$ cat src/rtl/calc_mdu_ctrl.sv
// ---------------------------------------------------------------------------
// calc_mdu_ctrl
//
// Sequencing controller for the shared iterative multiply/divide unit of the
// calculator. A one-cycle start request latches two WIDTH-bit operands and an
// op select. The unit then runs a shift-add multiply or a restoring divide,
// one iteration per cycle for WIDTH cycles. The result is returned in
// registers that hold their value until the next accepted start.
//
// Ports
//   clk          system clock, all state on the rising edge
//   reset        asynchronous, active-low reset
//   clear        synchronous abort/clear, active-high (priority over start)
//   start        request pulse, sampled only in IDLE or DONE
//   op           0 = multiply, 1 = divide (sampled with start)
//   a            multiplicand / dividend (sampled with start)
//   b            multiplier / divisor (sampled with start)
//   busy         high while iterating (RUN)
//   done         one-cycle completion pulse (DONE)
//   result       2*WIDTH-bit product, or zero-extended quotient
//   remainder    division remainder, 0 after a multiply
//   div_by_zero  set when a divide with b == 0 completes
// ---------------------------------------------------------------------------
module calc_mdu_ctrl #(
    parameter int WIDTH = 6,
    parameter int CW    = 3
) (
    input  logic                 clk,
    input  logic                 reset,
    input  logic                 clear,
    input  logic                 start,
    input  logic                 op,
    input  logic [WIDTH-1:0]     a,
    input  logic [WIDTH-1:0]     b,
    output logic                 busy,
    output logic                 done,
    output logic [2*WIDTH-1:0]   result,
    output logic [WIDTH-1:0]     remainder,
    output logic                 div_by_zero
);

    typedef enum logic [1:0] {
        IDLE = 2'd0,
        RUN  = 2'd1,
        DONE = 2'd2
    } state_t;

    localparam logic [CW-1:0] LAST_ITER = CW'(WIDTH - 1);

    state_t               state_reg;
    logic [CW-1:0]        cnt_reg;
    logic                 op_reg;
    logic [WIDTH-1:0]     a_reg;
    logic [WIDTH-1:0]     b_reg;
    logic [2*WIDTH-1:0]   p_reg;      // multiply: {partial high, remaining multiplier}
    logic [WIDTH:0]       rem_reg;    // divide: partial remainder R
    logic [WIDTH-1:0]     q_reg;      // divide: dividend shifting into quotient

    logic                 busy_reg;
    logic                 done_reg;
    logic [2*WIDTH-1:0]   result_reg;
    logic [WIDTH-1:0]     remainder_reg;
    logic                 dbz_reg;

    // -----------------------------------------------------------------------
    // One iteration of each algorithm, computed from the current registers.
    // -----------------------------------------------------------------------
    logic [WIDTH:0]       mul_sum;
    logic [2*WIDTH-1:0]   p_next;
    logic [WIDTH+1:0]     r_shift;
    logic [WIDTH+1:0]     trial;
    logic [WIDTH:0]       r_next;
    logic [WIDTH-1:0]     q_next;

    always_comb begin
        // Shift-add: conditional add into the upper half with carry, then
        // shift {carry, P} right by one.
        mul_sum = {1'b0, p_reg[2*WIDTH-1:WIDTH]} + (p_reg[0] ? {1'b0, a_reg} : '0);
        p_next  = {mul_sum, p_reg[WIDTH-1:1]};

        // Restoring divide: shift {R, Q} left, then trial-subtract B.
        // One spare bit on the trial so its sign is unambiguous.
        r_shift = {rem_reg, q_reg[WIDTH-1]};
        trial   = r_shift - {2'b00, b_reg};
        if (!trial[WIDTH+1]) begin
            r_next = trial[WIDTH:0];
            q_next = {q_reg[WIDTH-2:0], 1'b1};
        end else begin
            r_next = r_shift[WIDTH:0];
            q_next = {q_reg[WIDTH-2:0], 1'b0};
        end
    end

    // -----------------------------------------------------------------------
    // Controller FSM with registered outputs.
    // -----------------------------------------------------------------------
    always_ff @(posedge clk or negedge reset) begin
        if (!reset) begin
            state_reg     <= IDLE;
            cnt_reg       <= '0;
            op_reg        <= 1'b0;
            a_reg         <= '0;
            b_reg         <= '0;
            p_reg         <= '0;
            rem_reg       <= '0;
            q_reg         <= '0;
            busy_reg      <= 1'b0;
            done_reg      <= 1'b0;
            result_reg    <= '0;
            remainder_reg <= '0;
            dbz_reg       <= 1'b0;
        end else if (clear) begin
            state_reg     <= IDLE;
            cnt_reg       <= '0;
            op_reg        <= 1'b0;
            a_reg         <= '0;
            b_reg         <= '0;
            p_reg         <= '0;
            rem_reg       <= '0;
            q_reg         <= '0;
            busy_reg      <= 1'b0;
            done_reg      <= 1'b0;
            result_reg    <= '0;
            remainder_reg <= '0;
            dbz_reg       <= 1'b0;
        end else begin
            case (state_reg)
                IDLE, DONE: begin
                    if (start && op && (b == '0)) begin
                        // Divide by zero completes immediately with a
                        // saturated quotient and the dividend as remainder.
                        state_reg     <= DONE;
                        busy_reg      <= 1'b0;
                        done_reg      <= 1'b1;
                        result_reg    <= '1;
                        remainder_reg <= a;
                        dbz_reg       <= 1'b1;
                    end else if (start) begin
                        state_reg     <= RUN;
                        cnt_reg       <= '0;
                        op_reg        <= op;
                        a_reg         <= a;
                        b_reg         <= b;
                        p_reg         <= {{WIDTH{1'b0}}, b};
                        rem_reg       <= '0;
                        q_reg         <= a;
                        busy_reg      <= 1'b1;
                        done_reg      <= 1'b0;
                        result_reg    <= '0;
                        remainder_reg <= '0;
                        dbz_reg       <= 1'b0;
                    end else begin
                        state_reg     <= IDLE;
                        busy_reg      <= 1'b0;
                        done_reg      <= 1'b0;
                    end
                end

                RUN: begin
                    cnt_reg <= cnt_reg + CW'(1);
                    if (op_reg) begin
                        rem_reg <= r_next;
                        q_reg   <= q_next;
                    end else begin
                        p_reg   <= p_next;
                    end
                    if (cnt_reg == LAST_ITER) begin
                        // Final iteration lands straight in the output registers.
                        state_reg     <= DONE;
                        busy_reg      <= 1'b0;
                        done_reg      <= 1'b1;
                        dbz_reg       <= 1'b0;
                        if (op_reg) begin
                            result_reg    <= {{WIDTH{1'b0}}, q_next};
                            remainder_reg <= r_next[WIDTH-1:0];
                        end else begin
                            result_reg    <= p_next;
                            remainder_reg <= '0;
                        end
                    end
                end

                default: begin
                    state_reg <= IDLE;
                    busy_reg  <= 1'b0;
                    done_reg  <= 1'b0;
                end
            endcase
        end
    end

    assign busy        = busy_reg;
    assign done        = done_reg;
    assign result      = result_reg;
    assign remainder   = remainder_reg;
    assign div_by_zero = dbz_reg;

endmodule

$ cat config.mk
export PLATFORM = sky130hd
export DESIGN_NAME = calc_mdu_ctrl
export DESIGN_NICKNAME = d
export VERILOG_FILES = /design/src/rtl/calc_mdu_ctrl.sv
export SDC_FILE = /design/constraint.sdc
export NUM_CORES = 1
export LEC_CHECK = 0
export ABC_CLOCK_PERIOD_IN_PS = 2200
export CORE_MARGIN = 2
export CORE_UTILIZATION = 30
export CTS_CLUSTER_SIZE = 30
export DETAILED_ROUTE_END_ITERATION = 16
export PLACE_DENSITY = 0.53
export REMOVE_ABC_BUFFERS = 1
export SLEW_MARGIN = 20
export SYNTH_ARGS = -nofsm -noshare
export SYNTH_HDL_FRONTEND = slang
export SYNTH_SLANG_ARGS = --single-unit
$ cat constraint.sdc
create_clock -name clk -period 2.2 [get_ports clk]
set_input_delay 0.33 -clock clk [delete_from_list [all_inputs] [get_ports clk]]
set_output_delay 0.33 -clock clk [all_outputs]
set_load 0.02 [all_outputs]
; Yosys cells after proc, flatten, opt, wreduce, memory -nomap -nowiden
; Cells that the tools add are included.
[word_totals]
reg_bits = 64
input_bits = 17
elab_cells = 101
output_inout_bits = 21
[classes]
add_sub_neg = 3
reduce_logical = 13
mux = 62
n_eq_ne = 10
[op_table]
columns = operator, count
row1 = $mux 12, 9
row2 = $mux 6, 16
row3 = $pmux 12 s2, 2
row4 = $mux 7, 5
row5 = $pmux 6 s2, 2
row6 = $mux 1, 16
row7 = $ne 3x3->1 const B, 5
row8 = $pmux 7 s2, 1
row9 = $mux 3, 3
row10 = $reduce_and 3->1, 3
row11 = $reduce_and 4->1, 2
row12 = $sub 8x6->8, 1
row13 = $add 6x6->7, 1
row14 = $logic_not 6->1, 1
row15 = $mux 2, 3
row16 = $pmux 1 s2, 3
row17 = $pmux 3 s2, 1
row18 = $ne 4x4->1 const B, 1
row19 = $pmux 2 s2, 1
row20 = $reduce_bool 2->1, 2
row21 = $add 3x1->3 const B, 1
row22 = $eq 3x3->1 const B, 1
row23 = $reduce_bool 3->1, 1
row24 = $eq 2x1->1 const B, 1
row25 = other kinds (5), 6

; Depth between registers and ports, before layout
; Gate-level depths: netlist of the first run.
[depth]
ltp_word = 6
mapped_depth = 9
ltp_nobuf = 9

; Least setup slack after synthesis of the first run
; Ideal clock, no wire load.
[synth_path]
path_type = reg-to-reg
startpoint = reg rem_reg[3]
endpoint = reg rem_reg[0]
path_slack_ps = 171
setup_ps = 77
stages_incl_launch_ff = 8
arrival_ps = 1952
required_time_ps = 2123
path_buffers = 1
period_less_slack_ps = 2029
cell_sequence = dfrtp_1 -> ha_1 -> a21o_1 -> a311oi_1 -> o211a_1 -> buf_2 -> mux2_2 -> o21ai_1
[synth_between]
elab_chain_len = 5
[synth_lines]
columns = element, line
row1 = "start, declared", 56  ; logic [WIDTH:0] rem_reg;
row2 = "start signal, assigned", 162  ; rem_reg <= r_next;
row3 = $sub 8x6->8, 84  ; trial = r_shift - {2'b00, b_reg};
row4 = $mux 7, 85  ; if (!trial[WIDTH+1]) begin
row5 = $mux 7, 161  ; if (op_reg) begin
row6 = $pmux 7 s2, 127  ; case (state_reg)
row7 = $mux 7, 112  ; end else if (clear) begin
; No other way between the ends. The select of a mux whose other input is x is not followed.
; A chain may end at the register's enable or synchronous reset.

; Final worst setup path of the first run
[layout_path]
startpoint = reg p_reg[0]
endpoint = reg result_reg[9], in the netlist result[9]
[layout_between]
elab_chain_len = 6
[layout_lines]
columns = element, line
row1 = "start, declared", 55  ; logic [2*WIDTH-1:0] p_reg;
row2 = "start signal, assigned", 144  ; p_reg <= {{WIDTH{1'b0}}, b};
row3 = "start signal, assigned", 165  ; p_reg <= p_next;
row4 = $mux 6, 78  ; mul_sum = {1'b0, p_reg[2*WIDTH-1:WIDTH]} + (p_reg[0] ? {1'b0, a_reg} : '0);
row5 = $add 6x6->7, 78
row6 = $mux 12, 173  ; if (op_reg) begin
row7 = $mux 12, 167  ; if (cnt_reg == LAST_ITER) begin
row8 = $pmux 12 s2, 127
row9 = $mux 12, 112
row10 = "end signal, assigned", 174  ; result_reg <= {{WIDTH{1'b0}}, q_next};
row11 = "end signal, assigned", 177  ; result_reg <= p_next;
row12 = "end, declared", 61  ; logic [2*WIDTH-1:0] result_reg;
; No other way between the ends. The select of a mux whose other input is x is not followed.

==> impl_metrics.csv, run 1 <==
group,metric,value,unit
sta,period_needed,2.11,ns
synth,yosys.area_share.adder,6.25,%
synth,synth_top_area_share,45.8,%
clock_tree,clockRootBuffer,"clkbuf_16",
run,maxCapViolCount,0,
sta,setup_viol,0,
synth,synth_edf_count,0,
worst_setup_path,worstSetupEndpointType,"register",
synth,synth-seq-cells,63,
worst_setup_path,worstPathArrival,2.33,ns
routing,drc,0,
sta,slew_headroom,61.1,%
floorplanning,boundaryPins,38,
floorplanning,rows,39,
layout,stdcell_count,546,
placement,gp_congestion,0.839,
sta,tightestPinTransition,0.583,ns
global_routing,antenna_found_initial,0,
worst_setup_path,worstPathRequired,2.42,ns
clock_tree,clk_pin_slew_worst_paths,0.05,ns
clock_tree,htreeDepth,3,
routing,drtAntennaViolNets,0,
sta,hold_viol_final,8,
worst_setup_path,crit_fanout,6,
layout,num-nets-final,431,
synth,synth_xor_area_share,1.27,%
synth,synthCells,328,
global_routing,grt_max_degree,42,
routing,drtIter0Drc,136,
global_routing,grt_util_all_layers,16.1,%
floorplanning,core_area,0.0113,mm2
sta,drv_slew,0,
layout,final_common_cell,"dfrtp_1",
sta,min_period_over_period,96.1,%
worst_setup_path,r2r_cells,8,
routing,dr.pass1.iters,5,
placement,hpwl,7040,um
worst_setup_path,crit_start,"p_reg[0]$_DFFE_PN0P_",
synth,synth.area.mux_share,5.85,%
worst_setup_path,timing.rr.start,"p_reg[0]$_DFFE_PN0P_",
placement,place_inst,528,
sta,fin_skew,0.00412,ns
routing,wl_per_cell,16.9,um
synth,synth-simple-area-share,13.8,%
placement,portBuffers,37,
routing,routed-via-count,2774,
clock_tree,cts_made_buffers,9,
clock_tree,clock_latency,0.34,ns
synth,synth_async_sr_flop_share,100,%
min_path,min_path_type,"in2async",
synth,synth_area_leader_cell,"dfrtp_1",
pwr,cellPowerDensity,753,mW/mm2
synth,seq_area_frac_synth,45.8,%
worst_setup_path,reg2reg_slack,0.09,ns
outcome,failed_checks,"negative hold slack",
global_routing,grt_pass1_vias,2852,
layout,layout_common_cells,"dfrtp_1, nand2_1, buf_4",
synth,synthDistinctLibCells,58,
layout,drive_gt1_share,20.6,%
worst_setup_path,start_kind,"register",
synth,synth-compound-area-share,22.7,%
synth,yosys_most_used_dff,"dfrtp_1",
sta,hold_slack,-0.00616,ns
routing,via_per_inst,5.08,
pwr,power,3.47,mW
sta,finalSetupTns,0,ns
global_routing,overflow,0,
placement,dpl_worst_slack,-0.0263,ns
clock_tree,cts_sinks,63,
layout,area_growth,33.8,%
clock_tree,cts_tree,"done",
sta,fin_ws,0.0857,ns
sta,fmax,473,MHz
floorplanning,initial_core_util,30.4,%
synth,synth_area_leaders,"dfrtp_1, mux2i_1, ha_1",
worst_setup_path,critPathCapture,"result[9]$_DFFE_PN0P_",
layout,diodes,0,
outcome,status,"complete, but fails checks",
pwr,p_leak,2.03,nW
worst_setup_path,crit_type,"reg2reg",
global_routing,grt_pass1_wl,15400,um
floorplanning,die_w,111,um
synth,synth_top_family_by_area,"compound AO/OA/AOI/OAI gates",
clock_tree,cts_buffer_depth,2,
placement,placed_area,0.00420,mm2
synth,synthesis.area,0.00344,mm2
layout,fin_area,0.00461,mm2
routing,routed_wl,9250,um
floorplanning,fp.dieH,111,um
synth,yosys_warnings,0,
pwr,peakVddDrop,254,uV
floorplanning,die-area,0.0124,mm2
synth,synth.avg_cell_area,10.5,um2
worst_setup_path,rr_endpoint,"result[9]$_DFFE_PN0P_",
## critical path, stage by stage (launching register included)
cell     delay [ns]
dfrtp_1        0.38
buf_4          0.16
and2_1         0.14
ha_1           0.31
nor2b_2        0.17
o21a_1         0.20
nor3_1         0.21
nor3_2         0.10
a221o_1        0.33
## synthesized netlist by cell type (2+ instances only)
cell       n
a211o_1    2
a211oi_1   3
a21o_1     4
a21oi_1   10
a22o_1    19
a22oi_1    6
and2_1     6
buf_1      2
buf_2      9
buf_4      3
clkbuf_1   3
dfrtp_1   63
fa_1       2
ha_1      14
inv_1     14
mux2i_1   19
nand2_1   40
nand2b_1   2
nand3_1    4
nor2_1    12
nor2b_1    4
nor3_1     6
o211ai_1   3
o21a_1     4
o21ai_0    5
o21ai_1   14
o21bai_1   2
o31ai_1   17
o41ai_1    2
or3_1      2
xor2_1     5
## through the flow
step           hold WS [ns]  util (%)
2_1_floorplan        0.0344         -
3_3_place_gp          0.364      37.1
3_5_place_dp          0.372      37.1
4_1_cts             0.00933      40.0
5_1_grt              0.0288      40.7
6_report           -0.00616      40.7
## worst min path at each step
stage           from  cells past startpoint                  endpoint  slack (ns)
3_3_place_gp   reset                      1    cnt_reg[2]$_DFFE_PN0P_        0.36
2_1_floorplan  reset                      0      a_reg[0]$_DFFE_PN0P_        0.03
3_5_place_dp   reset                      1    cnt_reg[2]$_DFFE_PN0P_        0.37
4_1_cts        reset                      1    cnt_reg[2]$_DFFE_PN0P_       0.009
6_report       reset                      1  state_reg[0]$_DFFE_PN0P_      -0.006
5_1_grt        reset                      1  state_reg[0]$_DFFE_PN0P_        0.03
## logic make-up (layout without fill, tap and decap cells)
logic type                 Yosys count  in the layout
AOI/OAI and AO/OA                  103            104
and+or+nand+nor                     89             89
xor gates and xnor gates             5              5
muxes                               20             20
buffers and inverters               32            106
adders and majority gates           16             16
DFF                                 63             63
## final cells by class
type | count | area (um2)
tap | 143 | 179
timing repair buffer | 76 | 683
inverter | 14 | 52.6
multi-input combinational | 234 | 1790
sequential | 63 | 1580
clock buffer | 10 | 239
fill | 1118 | 6720
clock inverter | 6 | 83.8
## per-layer routing
layer,wire length [um],global-route usage [%],vias to the layer above
li1,-,-,1368
met1,4570,22.9,1318
met2,4030,23.6,69
met3,396,4.32,19
met4,257,5.84,0
met5,0,0,-
## report_power, final
part | leakage, nW | internal (mW) | switching (mW) | total, mW
Sequential | 0.857 | 1.23 | 0.0567 | 1.28
Combinational | 1.01 | 0.293 | 0.350 | 0.644
Clock | 0.162 | 1.02 | 0.521 | 1.54
Total | 2.03 | 2.54 | 0.928 | 3.47
## timing repair
item | 4_1_cts | 5_1_grt
setup endpoints to repair | 5 | 14
setup buffers | 0 | 1
resized for setup | 2 | 13
hold buffers | 0 | 0
pin swaps | 0 | 8
cloned | 0 | 1
Power figures use the tool's default switching activity.
==> run 2: changes to the inputs <==
--- a/config.mk
+++ b/config.mk
@@ -7,10 +7,10 @@
 export LEC_CHECK = 0
 export ABC_CLOCK_PERIOD_IN_PS = 2200
 export CORE_MARGIN = 2
-export CORE_UTILIZATION = 30
+export CORE_UTILIZATION = 45
 export CTS_CLUSTER_SIZE = 30
 export DETAILED_ROUTE_END_ITERATION = 16
-export PLACE_DENSITY = 0.53
+export PLACE_DENSITY = 0.71
 export REMOVE_ABC_BUFFERS = 1
 export SLEW_MARGIN = 20
 export SYNTH_ARGS = -nofsm -noshare
==> run 2 against run 1 <==
  * The flow now finishes without violations
  * Clock-buffer cell count up 2
  * Die area is 32% lower
  * Flip-flop and latch count unchanged
  * Routed wire length down 7.5%
  * Hold slack improved by 0.49 ns
  * Sequential share of layout area rose by 1.5 points
  * Clock skew grew 0.0024 ns
==> impl_metrics.csv, run 2 (synthesis results as in run 1) <==
group,metric,value,unit
outcome,status,"complete, no violations",
clock_tree,cts_tree,"done",
layout,drive_gt1_share,19.8,%
floorplanning,core_area,0.00733,mm2
sta,fin_skew,0.00647,ns
placement,portBuffers,37,
layout,num-nets-final,428,
placement,dpl_worst_slack,-0.0124,ns
sta,hold_viol_final,0,
worst_setup_path,worstPathRequired,2.43,ns
pwr,p_leak,1.94,nW
routing,wl_per_cell,17.2,um
routing,routed_wl,8560,um
routing,drtIter0Drc,232,
clock_tree,cts_made_buffers,9,
floorplanning,rows,31,
worst_setup_path,worstSetupEndpointType,"register",
routing,via_per_inst,5.71,
global_routing,overflow,0,
placement,hpwl,6350,um
min_path,min_path_type,"reg2reg",
sta,slew_headroom,72.2,%
placement,place_inst,480,
layout,area_growth,28.2,%
floorplanning,initial_core_util,47.0,%
worst_setup_path,start_kind,"register",
floorplanning,die-area,0.00837,mm2
worst_setup_path,crit_fanout,4,
global_routing,antenna_found_initial,0,
clock_tree,cts_buffer_depth,2,
sta,finalSetupTns,0,ns
routing,dr.pass1.iters,4,
clock_tree,cts_sinks,63,
layout,stdcell_count,498,
global_routing,grt_util_all_layers,21.7,%
clock_tree,htreeDepth,3,
sta,drv_slew,0,
pwr,power,2.86,mW
layout,final_core_util,60.2,%
sta,setup_viol,0,
layout,final_common_cell,"dfrtp_1",
floorplanning,fp.dieH,91.5,um
run,maxCapViolCount,0,
sta,fmax,460,MHz
floorplanning,die_w,91.5,um
sta,fin_ws,0.0248,ns
routing,drtAntennaViolNets,0,
global_routing,grt_pass1_wl,14200,um
pwr,peakVddDrop,301,uV
worst_setup_path,crit_type,"reg2reg",
clock_tree,clk_pin_slew_worst_paths,0.07,ns
placement,gp_congestion,0.849,
layout,layout_common_cells,"dfrtp_1, nand2_1, clkdlybuf4s50_1",
layout,diodes,0,
sta,min_period_over_period,98.9,%
worst_setup_path,worstPathArrival,2.41,ns
floorplanning,boundaryPins,38,
global_routing,grt_max_degree,64,
clock_tree,clock_latency,0.34,ns
global_routing,grt_pass1_vias,2774,
worst_setup_path,reg2reg_slack,0.02,ns
clock_tree,clockRootBuffer,"clkbuf_8",
sta,period_needed,2.18,ns
routing,routed-via-count,2844,
sta,tightestPinTransition,0.416,ns
pwr,cellPowerDensity,647,mW/mm2
routing,drc,0,
-- run 2: cell count changes in the layout (fill, tap and decap cells not counted), sizes merged --
cell         previous run  this run
clkinv                  4         2
dlygate4sd3             0         1
clkbuf                 10        12
clkinvlp                0         1
bufinv                  2         0
o211a                   2         1
buf                    40        37
-- run 2: worst max-delay path: stages, from the launching register on --
cell and delay (ns):
dfrtp_1 0.40, inv_1 0.14, ha_4 0.24, a21o_1 0.23, nand2b_1 0.16, o211a_4 0.26, buf_4 0.15, a211o_1 0.30
a22o_1 0.19
-- run 2: area by class of cell --
class                           instances  area (um2)
Timing Repair Buffer                   74         683
Sequential cell                        63        1580
Inverter                               14        52.6
Clock inverter                          3        17.5
Fill cell                             598        2920
Clock buffer                           12         165
Multi-Input combinational cell        233        1800
Tap cell                               99         124
-- run 2: path summary, 6_finish.rpt --
path,start,end,cells after the start
setup / recovery,b_reg[4]$_DFFE_PN0P_,result[0]$_DFFE_PN0P_,8
hold / removal,div_by_zero$_DFFE_PN0P_,div_by_zero$_DFFE_PN0P_,1
setup reg to reg,b_reg[4]$_DFFE_PN0P_,result[0]$_DFFE_PN0P_,8
hold reg to reg,div_by_zero$_DFFE_PN0P_,div_by_zero$_DFFE_PN0P_,1
max in group asynchronous,reset,rem_reg[4]$_DFFE_PN0P_,3
min in group asynchronous,reset,cnt_reg[0]$_DFFE_PN0P_,3
-- run 2: repair_timing --
action                                  CTS  global route
hold endpoints to repair                  6             0
gates resized for setup                   0            14
endpoints found under the setup margin    1            15
setup buffers                             0             2
hold buffers                              1             0
pin swaps                                 1             4
-- run 2: stage by stage --
stage	area, um2	hold WS [ns]
after floorplan	3350	0.0344
after global placement	4130	0.364
after detailed placement	4130	0.365
after CTS	4320	0.481
after global routing	4420	0.506
final	4420	0.481
-- run 2: report_power, final --
group / switching (mW) / internal, mW / leakage (nW)
logic: 0.347 / 0.303 / 0.988
clock network: 0.433 / 0.491 / 0.0942
registers: 0.0560 / 1.23 / 0.857
-- run 2: metal layers --
metal  GRT usage, %  wire (um)  share of wire, %  vias to the layer above
li1               -          -                 -                     1349
met1           32.2       4090                48                     1384
met2           31.8       3810                44                       96
met3           3.07        507               5.9                       15
met4           8.59        153               1.8                        0
met5              0          0                 0                        -
